**config.mk**
```make
export PLATFORM = sky130hd
export DESIGN_NAME = ram_arbiter
export DESIGN_NICKNAME = d
export VERILOG_FILES = /design/src/rtl/ram_arb_pkg.sv /design/src/rtl/rr_arbiter.sv /design/src/rtl/ram_arbiter.sv
export SDC_FILE = /design/constraint.sdc
export NUM_CORES = 1
export LEC_CHECK = 0
export BUFFER_PORTS_ARGS = -buffer_cell sky130_fd_sc_hd__buf_4
export CAP_MARGIN = 20
export CORE_AREA = 2 2 104 106
export DETAILED_ROUTE_END_ITERATION = 10
export DIE_AREA = 0 0 106 108
export PLACE_DENSITY = 0.68
export SYNTH_ARGS = -nofsm -noshare
export SYNTH_HDL_FRONTEND = slang
export SYNTH_SLANG_ARGS = --single-unit
```
**constraint.sdc**
```tcl
create_clock -name clk -period 3.2 [get_ports clk]
set_input_delay 0.64 -clock clk [delete_from_list [all_inputs] [get_ports clk]]
set_output_delay 0.64 -clock clk [all_outputs]
set_load 0.02 [all_outputs]
```
**src/rtl/ram_arb_pkg.sv**
```systemverilog
// Shared types and helpers for the ram arbiter.
// Width helpers and request/response bundles.
package ram_arb_pkg;

  localparam int NUM_REQ_DEF = 2;
  localparam int ADDR_W_DEF  = 32;
  localparam int DATA_W_DEF  = 32;
  localparam int IDX_W       = $clog2(NUM_REQ_DEF);

  typedef struct packed {
    logic                  we;
    logic [ADDR_W_DEF-1:0] addr;
    logic [DATA_W_DEF-1:0] wdata;
  } ram_req_t;

  typedef struct packed {
    logic [DATA_W_DEF-1:0] rdata;
    logic                  err;
  } ram_rsp_t;

  function automatic int idx_w(input int n);
    return (n > 1) ? $clog2(n) : 1;
  endfunction

endpackage

```
**src/rtl/rr_arbiter.sv**
```systemverilog
// Round-robin arbiter with a pointer that moves only on a handshake.
// Grant is combinational from the request bits and the pointer.
module rr_arbiter
  import ram_arb_pkg::*;
#(
  parameter int NUM_REQ = 2,
  localparam int IW = idx_w(NUM_REQ)
) (
  input  logic               clk,
  input  logic               rst_n,
  input  logic [NUM_REQ-1:0] req,
  input  logic               hs,
  output logic [NUM_REQ-1:0] gnt,
  output logic [IW-1:0]      idx
);

  logic [IW-1:0] last_grant;
  logic [IW-1:0] cand;
  logic          found;

  always_comb begin
    gnt   = '0;
    idx   = last_grant;
    cand  = '0;
    found = 1'b0;
    for (int off = 1; off <= NUM_REQ; off++) begin
      cand = IW'((int'(last_grant) + off) % NUM_REQ);
      if (!found && req[cand]) begin
        found     = 1'b1;
        gnt[cand] = 1'b1;
        idx       = cand;
      end
    end
  end

  // Reset points at the last requester so requester 0 wins first.
  always_ff @(posedge clk or negedge rst_n) begin
    if (!rst_n) begin
      last_grant <= IW'(NUM_REQ - 1);
    end else if (hs) begin
      last_grant <= idx;
    end
  end

endmodule

```
**src/rtl/ram_arbiter.sv**
```systemverilog
// Shares one single-port ram between NUM_REQ requesters.
// One access per cycle, response tagged one cycle later.
module ram_arbiter
  import ram_arb_pkg::*;
#(
  parameter int NUM_REQ  = 2,
  parameter int RAM_SIZE = 1024,
  parameter int ADDR_W   = 32,
  parameter int DATA_W   = 32
) (
  input  logic                           clk,
  input  logic                           rst_n,
  input  logic [NUM_REQ-1:0]             req_valid,
  output logic [NUM_REQ-1:0]             req_ready,
  input  logic [NUM_REQ-1:0]             req_we,
  input  logic [NUM_REQ-1:0][ADDR_W-1:0] req_addr,
  input  logic [NUM_REQ-1:0][DATA_W-1:0] req_wdata,
  output logic [NUM_REQ-1:0]             rsp_valid,
  output logic [DATA_W-1:0]              rsp_rdata,
  output logic                           rsp_err,
  output logic [ADDR_W-1:0]              ram_address,
  output logic [DATA_W-1:0]              ram_wr_data,
  output logic                           ram_we,
  input  logic [DATA_W-1:0]              ram_rd_data
);

  localparam int IW = idx_w(NUM_REQ);

  logic [NUM_REQ-1:0] gnt;
  logic [IW-1:0]      gidx;
  logic               hs;
  logic               oor;
  logic [ADDR_W-1:0]  g_addr;
  logic [DATA_W-1:0]  g_wdata;
  logic               g_we;
  logic [ADDR_W-1:0]  last_addr;
  logic               rsp_pend;
  logic [IW-1:0]      rsp_idx;
  logic               rsp_oor;

  rr_arbiter #(
    .NUM_REQ(NUM_REQ)
  ) u_rr (
    .clk  (clk),
    .rst_n(rst_n),
    .req  (req_valid),
    .hs   (hs),
    .gnt  (gnt),
    .idx  (gidx)
  );

  assign req_ready = rst_n ? gnt : '0;
  assign hs        = |req_ready;

  assign g_addr  = req_addr[gidx];
  assign g_wdata = req_wdata[gidx];
  assign g_we    = req_we[gidx];
  assign oor     = {1'b0, g_addr} >= (ADDR_W+1)'(RAM_SIZE);

  // Out-of-range accesses are accepted but never write the array.
  assign ram_we      = hs & g_we & ~oor;
  assign ram_wr_data = hs ? g_wdata : '0;
  assign ram_address = !rst_n ? '0 : (hs ? g_addr : last_addr);

  always_ff @(posedge clk or negedge rst_n) begin
    if (!rst_n) begin
      last_addr <= '0;
      rsp_pend  <= 1'b0;
      rsp_idx   <= '0;
      rsp_oor   <= 1'b0;
    end else begin
      rsp_pend <= hs;
      if (hs) begin
        last_addr <= g_addr;
        rsp_idx   <= gidx;
        rsp_oor   <= oor;
      end
    end
  end

  always_comb begin
    rsp_valid = '0;
    if (rsp_pend) rsp_valid[rsp_idx] = 1'b1;
  end

  assign rsp_rdata = (rst_n && !rsp_oor) ? ram_rd_data : '0;
  assign rsp_err   = rsp_oor;

endmodule
```
==> impl_metrics.toml, run 1 <==
[floorplan]
die_h_um = 108
dieArea_um2 = 11400
dieWidth_um = 106
start_util_pct = 27.5
rows = 37
io_pins = 268
coreArea_um2 = 10200

[sta]
setup_tns_ns = 0
tightest_slew_ns = 0.530
clock-skew-final_ns = 0.0101
finalMaxSlewViolations = 0
fmax_mhz = 341
setup_viol = 0
fin_crit_ns = 2.93
relSlewSlack_pct = 64.4
post-route-period-util_pct = 91.7
rsz0062_at_grt = "false"
hold_viol_final = 0
setup_slack_ns = 0.266
holdWs_ns = 0.155

[critical_path]
worstPathMaxFanout = 2
regToRegSetupSlack_ns = 1.40
crit_arrival_ns = 2.29
worst_setup_path_end_kind = "primary output"
cp.required_ns = 2.56
r2r_end = "last_addr[21]$_DFF_PN0_"
r2r-start = "u_rr.last_grant$_DFFE_PN1N_"
path_class = "in -> out"
r2r_cells = 5
worstSetupStartpointType = "input pin"

[layout]
fin_cells = 756
fillers = 1026
design_area_um2 = 5050
nets = 785
syn_to_final_growth_pct = 79.7
register_area_um2 = 902
antennaDiodeCount = 0
multi_input_area_um2 = 1750
post-route-util_pct = 49.3
drive_above_1_share_pct = 47.7

[power_and_ir_drop]
switchingPower_mw = 0.673
powerDensity_nw_per_um2 = 355
peakVddDrop_uv = 176
leakage_nw = 2.57
p_total_mw = 1.79
p_sw_share_pct = 37.6
intPower_mw = 1.12
clockPowerShare_pct = 19.5
pwr-share-seq_pct = 30.9
p_comb_share_pct = 49.6

[place]
numPortBuffers = 267
place_ws_ns = 0.220
dp.cells = 748
placed_cell_area_um2 = 4950
dp_hpwl_um = 9720
gp_congestion = 0.771

[clocking]
cts-root-buf = "clkbuf_8"
cts_max_path_buffers = 2
htree_num_levels = 2
ctsResizeCount = 0
cts_tree = "done"
cts_buffers = 5
postCtsSetupBuffers = 0
hold_buffers = 0
cts_sinks = 36
clk_pin_slew_ns = 0.07
clk_latency_ns = 0.30

[route]
drtIter0Drc = 228
firstDrtPassIters = 4
vias_per_cell = 4.68
drt.antenna.violating_nets = 0
num_vias = 3541
drc = 0
wire_per_inst_um = 15.8
routed_wirelength_um = 11900

[run_status]
status = "complete, no violations"

[yosys]
yosys.area.top_type = "dfrtp_1"
yosysWarnings = 0
syn-num-nets = 532
synth_edf_count = 0
synth_flop_cell = "dfrtp_1"
yosysMostFrequentCell = "nand2_1"
ys_seq_area_share_pct = 32.1
synth_seq_cells = 36
ys_types = 35
syn_avg_cell_area_um2 = 7.67
netlist_area_um2 = 2810
synthTopCellsByArea = "dfrtp_1 31%, a21oi_1 12%, mux2i_1 11%, nand2_1 9.1%, a211oi_1 7.5%"
syn_inst = 366
synthArstFlopShare_pct = 100
yosys-top-cells-count = "68 x nand2_1, 65 x a21oi_1, 35 x dfrtp_1, 35 x nor2_1, 33 x and2_1"
synth_top_cell_area_share_pct = 31.2

[global_route]
antenna_found_initial = 0
grt_max_degree = 79
grt-ovfl-total = 0
grt_pass1_vias = 3319
grt_pass1_wl_um = 17600
grtUsageTotal_pct = 19.3

[run]
maxCapViolations = 0

[min_path]
hold_path_class = "in -> async"
==> state kept, by name, indices dropped and copies added (netlist names) <==
register and count:
last_addr 32, rsp_idx 1, rsp_err 1, rsp_pend 1, u_rr.last_grant 1
==> area by class of cell <==
type	instances	area share, %
clock buffer	7	1.71
clock inverter	1	0.149
inverter	4	0.297
multi-input combinational	296	34.6
sequential	36	17.9
tap	136	3.37
timing repair buffer	276	42.0
==> placed cells by master, fill, tap and decap left out, types with 2 or more instances in the layout <==
cell type,count
o2111a_1,2
a21oi_1,65
nor2b_1,2
a211oi_2,4
nand2b_1,2
mux2i_1,31
dfrtp_1,35
clkbuf_8,6
nor2_1,35
and2_1,33
nor4_1,5
nand2_1,68
buf_12,4
buf_4,272
inv_1,3
a211oi_1,28
and3_1,2
nor3_1,4
a31oi_1,3
==> kinds of logic (layout without fill, tap and decap cells) <==
family	count (synthesis)	in the layout	share of synthesized area (%)
mux	31	31	11.0
simple gates	157	157	26.7
compound gates	108	108	24.4
buf+inv	34	288	5.75
flops	36	36	32.1
==> worst max-delay path by stage <==
| stage | start | endpoint | cells after the start |
|---|---|---|---|
| 2_1_floorplan | req_addr[18] | ram_we | 4 |
| 4_1_cts | req_addr[15] | ram_we | 6 |
| 3_3_place_gp | req_addr[15] | ram_we | 6 |
| 6_report | req_addr[16] | ram_we | 6 |
| 3_5_place_dp | req_addr[15] | ram_we | 6 |
| 5_1_grt | rst_n | ram_address[16] | 6 |
==> critical path: stages <==
cell       delay (ns)
buf_4            0.11
or4_1            0.51
nor3_1           0.33
a31oi_1          0.20
a2111oi_2        0.29
buf_4            0.21
==> routing by layer <==
metal	vias to the layer above	global-route usage (%)	part of all wire, %
li1	1789	-	-
met1	1614	24.1	41
met2	129	34.4	51
met3	9	4.76	6.8
met4	0	3.10	0.90
met5	-	0	0
==> power by group through the flow <==
stage	combinational, mW	sequential [mW]	clock, mW
6_report	0.888	0.553	0.349
5_1_grt	0.965	0.562	0.380
4_1_cts	0.894	0.555	0.358
3_5_place_dp	0.891	0.563	0
3_3_place_gp	0.878	0.560	0
2_1_floorplan	0.498	0.555	0
Power figures use the tool's default switching activity.
==> inputs of run 2 (changes only) <==
--- a/config.mk
+++ b/config.mk
@@ -7,10 +7,14 @@
 export LEC_CHECK = 0
 export BUFFER_PORTS_ARGS = -buffer_cell sky130_fd_sc_hd__buf_4
 export CAP_MARGIN = 20
-export CORE_AREA = 2 2 104 106
+export CELL_PAD_IN_SITES_DETAIL_PLACEMENT = 2
+export CELL_PAD_IN_SITES_GLOBAL_PLACEMENT = 2
+export CORE_ASPECT_RATIO = 1.25
+export CORE_UTILIZATION = 19
 export DETAILED_ROUTE_END_ITERATION = 10
-export DIE_AREA = 0 0 106 108
-export PLACE_DENSITY = 0.68
+export GPL_ROUTABILITY_DRIVEN = 1
+export MAX_ROUTING_LAYER = met4
+export PLACE_DENSITY = 0.93
 export SYNTH_ARGS = -nofsm -noshare
 export SYNTH_HDL_FRONTEND = slang
 export SYNTH_SLANG_ARGS = --single-unit
==> run 2 against run 1 <==
Worst hold slack better by 0.049 ns; die area is 33% higher; utilization is 13 points lower; critical path type is now reg -> out; largest power group unchanged.
==> impl_metrics.toml, run 2 (same netlist as run 1, synthesis figures left out) <==
[run_status]
status = "complete, no violations"

[clocking]
cts_sinks = 36
postCtsSetupBuffers = 0
cts_max_path_buffers = 2
clk_latency_ns = 0.28
htree_num_levels = 2
ctsResizeCount = 0
cts_tree = "done"
hold_buffers = 0
clk_pin_slew_ns = 0.06
cts_buffers = 5
cts-root-buf = "clkbuf_16"

[critical_path]
worstPathMaxFanout = 7
path_buf_inv = 2
cp_slowest_cell = "dfstp_2"
path_class = "reg -> out"
crit_arrival_ns = 2.24
worst_setup_path_end_kind = "primary output"
cp.required_ns = 2.56
worst_path_most_repeated_cell = "buf_4"
crit_family = "flip-flops"
r2r-start = "u_rr.last_grant$_DFFE_PN1N_"
path_cells = "nand2b_1 -> nand2_1 -> buf_4 -> mux2i_1 -> a211oi_1 -> buf_4"
crit_start = "u_rr.last_grant$_DFFE_PN1N_"
worstSetupStartpointType = "flop"
slowest_delay_ns = 0.60

[sta]
fin_crit_ns = 2.88
finalMaxSlewViolations = 0
setup_tns_ns = 0
rsz0062_at_grt = "false"
tightest_slew_ns = 0.435
hold_viol_final = 0
post-route-period-util_pct = 89.9
relSlewSlack_pct = 70.8
clock-skew-final_ns = 0.00344
setup_viol = 0
fmax_mhz = 348

[run]
maxCapViolations = 0

[floorplan]
rows = 49
dieWidth_um = 111
die_h_um = 138
io_pins = 268
start_util_pct = 19.5
dieArea_um2 = 15300
coreArea_um2 = 14400

[global_route]
grt_pass1_wl_um = 22000
antenna_found_initial = 0
grtUsageTotal_pct = 18.6
grt_pass1_vias = 4170
grt-ovfl-total = 0
grt_max_degree = 70

[layout]
syn_to_final_growth_pct = 84.1
drive_above_1_share_pct = 48.1
final_common_cell = "buf_4"
final_cell_mix = "276 x buf_4, 68 x nand2_1, 65 x a21oi_1"
fillers = 1672
largest_register_ffs = 32
nets = 788
antennaDiodeCount = 0
top_register = "last_addr"

[route]
firstDrtPassIters = 4
num_vias = 3762
wire_per_inst_um = 18.0
drc = 0
vias_per_cell = 4.70
drt.antenna.violating_nets = 0
drtIter0Drc = 140
routed_wirelength_um = 14400

[place]
numPortBuffers = 267
gp_congestion = 0.808
dp_hpwl_um = 11900

[power_and_ir_drop]
leakage_nw = 2.61
powerDensity_nw_per_um2 = 386
peakVddDrop_uv = 250
p_total_mw = 1.99

[min_path]
hold_path_class = "in -> async"
## run 2: path summary, 6_finish.rpt
| check | endpoint | slack [ns] | cells past startpoint |
|---|---|---|---|
| max | ram_address[27] | 0.32 | 6 |
| min | rsp_idx$_DFFE_PN0N_ | 0.20 | 1 |
| max reg2reg | last_addr[25]$_DFF_PN0_ | 1.41 | 5 |
| min reg2reg | last_addr[11]$_DFF_PN0_ | 0.51 | 2 |
| max in group asynchronous | last_addr[24]$_DFF_PN0_ | 2.34 | 2 |
| min in group clk | last_addr[11]$_DFF_PN0_ | 0.51 | 2 |
## run 2: cell type report
class	count	area (um^2)	share of cell area, %
timing repair buffer	279	2130	41.2
multi-input combinational	296	1750	33.8
sequential	36	902	17.4
tap	178	223	4.31
clock buffer	7	153	2.95
inverter	4	15.0	0.290
## run 2: where the power goes
group	internal (mW)	switching [mW]	leakage, nW
logic	0.413	0.507	2.14
registers	0.530	0.0262	0.395
clock network	0.327	0.192	0.0760
total	1.27	0.725	2.61
## run 2: layer usage
metal	global-route usage, %	share of wire [%]
met5	-	0
met4	3.85	0.90
met3	3.10	5.3
met2	35.4	54
met1	20.3	39
## run 2: worst reg2reg max path: cells and delay by family (launching register included)
kind | cells | cell delay (ns)
flops | 1 | 0.60
simple gates | 2 | 0.47
buf+inv | 1 | 0.26
mux | 1 | 0.23
compound gates | 1 | 0.11
## run 2: per-stage QoR
step                hold slack, ns  instances  utilization [%]  cell area [um^2]  setup slack (ns)
global placement             0.491        793             34.8              5020             0.331
finish                       0.204        800             35.9              5170             0.322
global route                 0.201        800             35.9              5170             0.195
CTS                          0.197        800             35.9              5170             0.275
detailed placement           0.500        793             34.8              5020             0.379
floorplan                    0.344        366                -              2810             0.564
==> inputs of run 3 (changes only) <==
--- a/config.mk
+++ b/config.mk
@@ -5,16 +5,17 @@
 export SDC_FILE = /design/constraint.sdc
 export NUM_CORES = 1
 export LEC_CHECK = 0
+export ABC_AREA = 1
 export BUFFER_PORTS_ARGS = -buffer_cell sky130_fd_sc_hd__buf_4
 export CAP_MARGIN = 20
 export CELL_PAD_IN_SITES_DETAIL_PLACEMENT = 2
 export CELL_PAD_IN_SITES_GLOBAL_PLACEMENT = 2
 export CORE_ASPECT_RATIO = 1.25
-export CORE_UTILIZATION = 19
+export CORE_UTILIZATION = 17
 export DETAILED_ROUTE_END_ITERATION = 10
 export GPL_ROUTABILITY_DRIVEN = 1
 export MAX_ROUTING_LAYER = met4
-export PLACE_DENSITY = 0.93
+export PLACE_DENSITY = 0.91
 export SYNTH_ARGS = -nofsm -noshare
 export SYNTH_HDL_FRONTEND = slang
 export SYNTH_SLANG_ARGS = --single-unit
==> run 3 against run 2 <==
Wire length grew 4.6%; utilization shrank 3.8 points; largest power group unchanged; count of clock-buffer cells in the layout grew 1; largest cell class unchanged; flip-flop and latch count is the same; worst setup slack lost 0.028 ns; global-route usage shrank 0.99 points; register-to-register slack lost 0.10 ns; total power shrank 5.1%; non-clock buffer count shrank 2; critical endpoint is now ram_we; clock skew is essentially flat.
==> impl_metrics.toml, run 3 <==
[sta]
fmax_mhz = 344
hold_viol_final = 0
tightest_slew_ns = 0.432
post-route-period-util_pct = 90.8
setup_viol = 0
fin_crit_ns = 2.91
finalMaxSlewViolations = 0
relSlewSlack_pct = 71.2
setup_slack_ns = 0.295
clock-skew-final_ns = 0.00303
rsz0062_at_grt = "false"
setup_tns_ns = 0

[critical_path]
regToRegSetupSlack_ns = 1.31
cp.required_ns = 2.56
path_cells = "inv_2 -> nand2_2 -> nand2_4 -> nand2_1 -> nand2_1 -> nor2_1 -> nand2_1 -> nor2_1 -> nand3_2 -> nor2_2 -> buf_4"
worst_path_most_repeated_cell = "nand2_1"
cp_slowest_cell = "dfstp_2"
worstPathMaxFanout = 23
worstSetupStartpointType = "flop"
slowest_delay_ns = 0.56
worst_setup_path_end_kind = "primary output"
path_class = "reg -> out"
crit_arrival_ns = 2.27

[yosys]
yosysMostFrequentCell = "nor2_1"
yosys-top-cells-count = "135 x nor2_1, 102 x nand2_1, 72 x inv_1"
syn-num-nets = 665
syn_avg_cell_area_um2 = 5.74
yosys.area.top_type = "dfrtp_1"
synthTopCellsByArea = "dfrtp_1 31%, nor2_1 18%, nand2_1 13%, inv_1 9.4%, nand3_1 7.9%"
synth_edf_count = 0
synth_top_cell_area_share_pct = 30.6
synth_flop_cell = "dfrtp_1"
synthArstFlopShare_pct = 100
yosysWarnings = 0
ys_types = 20
ys_seq_area_share_pct = 31.5
syn_inst = 499
netlist_area_um2 = 2870
synth_seq_cells = 36

[power_and_ir_drop]
peakVddDrop_uv = 269
p_total_mw = 1.89
leakage_nw = 3.02
powerDensity_nw_per_um2 = 361

[layout]
syn_to_final_growth_pct = 82.8
multi_input_area_um2 = 1530
final_common_cell = "buf_4"
drive_above_1_share_pct = 39.3
register_area_um2 = 902
antennaDiodeCount = 0
top_register = "last_addr"
nets = 920
fin_cells = 971
final_cell_mix = "275 x buf_4, 135 x nor2_1, 102 x nand2_1"
fillers = 2022
largest_register_ffs = 32

[clocking]
clk_pin_slew_ns = 0.06
cts_buffers = 5
clk_latency_ns = 0.28
cts-root-buf = "clkbuf_16"
cts_sinks = 36
cts_tree = "done"
cts_max_path_buffers = 2
postCtsSetupBuffers = 0
hold_buffers = 0
ctsResizeCount = 0
htree_num_levels = 2

[global_route]
grt_max_degree = 65
grt_pass1_wl_um = 23200
antenna_found_initial = 0
grtUsageTotal_pct = 17.6
grt_pass1_vias = 4500
grt-ovfl-total = 0

[floorplan]
io_pins = 268
dieArea_um2 = 17400
start_util_pct = 17.6
die_h_um = 147
rows = 52
coreArea_um2 = 16300
dieWidth_um = 118

[run_status]
status = "complete, no violations"

[run]
maxCapViolations = 0

[min_path]
hold_path_class = "in -> async"

[route]
drc = 0
routed_wirelength_um = 15100
drtIter0Drc = 104
drt.antenna.violating_nets = 0
wire_per_inst_um = 15.5
vias_per_cell = 4.28
num_vias = 4153
firstDrtPassIters = 4

[place]
place_ws_ns = 0.386
numPortBuffers = 267
dp_hpwl_um = 12100
dp.cells = 963
gp_congestion = 0.790
## run 3: cell types whose count changed in the layout (fill, tap and decap cells not counted), sizes merged, moves of 33 or more
cell | previous run | this run
a21oi | 65 | 8
and2 | 33 | 0
inv | 4 | 75
nand2 | 68 | 110
nand3 | 0 | 46
nor2 | 36 | 136
o21ai | 1 | 58
## run 3: path summary, 6_finish.rpt
kind / start / to / cells past startpoint
hold / removal: rst_n / rsp_idx$_DFFE_PN0N_ / 2
setup / recovery: u_rr.last_grant$_DFFE_PN1N_ / ram_we / 11
setup reg to reg: u_rr.last_grant$_DFFE_PN1N_ / rsp_err$_DFFE_PN0N_ / 11
min in group clk: last_addr[23]$_DFF_PN0_ / last_addr[23]$_DFF_PN0_ / 2
max in group asynchronous: rst_n / last_addr[16]$_DFF_PN0_ / 3
hold reg to reg: last_addr[23]$_DFF_PN0_ / last_addr[23]$_DFF_PN0_ / 2
## run 3: area by class of cell
class,count,area share [%]
repair buffers,277,40.2
multi-input cells,359,29.3
flip-flops and latches,36,17.2
inverters,75,5.37
well taps,216,5.16
clock buffers,8,2.79
## run 3: routing by layer
| layer | up-vias | routed length (um) | GRT usage, % |
|---|---|---|---|
| li1 | 2025 | - | - |
| met1 | 1950 | 5840 | 18.2 |
| met2 | 165 | 8060 | 33.4 |
| met3 | 13 | 971 | 3.42 |
| met4 | 0 | 221 | 4.87 |
| met5 | - | 0 | - |
## run 3: cells by family after synthesis
kind of cell    synth area share (%)
buf+inv                         15.0
compound gates                  11.8
flops                           31.5
simple gates                    41.7
## run 3: worst max-delay path, delay by kind of cell, from the launching register on
family | cells | cell delay [ns]
and+or+nand+nor | 9 | 1.17
DFF | 1 | 0.56
buffers and inverters | 2 | 0.23
## run 3: power breakdown
group / switching [mW] / internal (mW) / leakage [nW] / total [mW]
sequential: 0.0211 / 0.528 / 0.412 / 0.549
clock: 0.196 / 0.311 / 0.0712 / 0.507
combinational: 0.481 / 0.355 / 2.54 / 0.836
## run 3: stage by stage
step / hold WS, ns / area [um^2] / utilization (%)
CTS: 0.304 / 5240 / 32.1
floorplan: 0.344 / 2870 / -
finish: 0.313 / 5240 / 32.1
global placement: 0.457 / 5090 / 31.2
global route: 0.309 / 5240 / 32.1
detailed placement: 0.467 / 5090 / 31.2
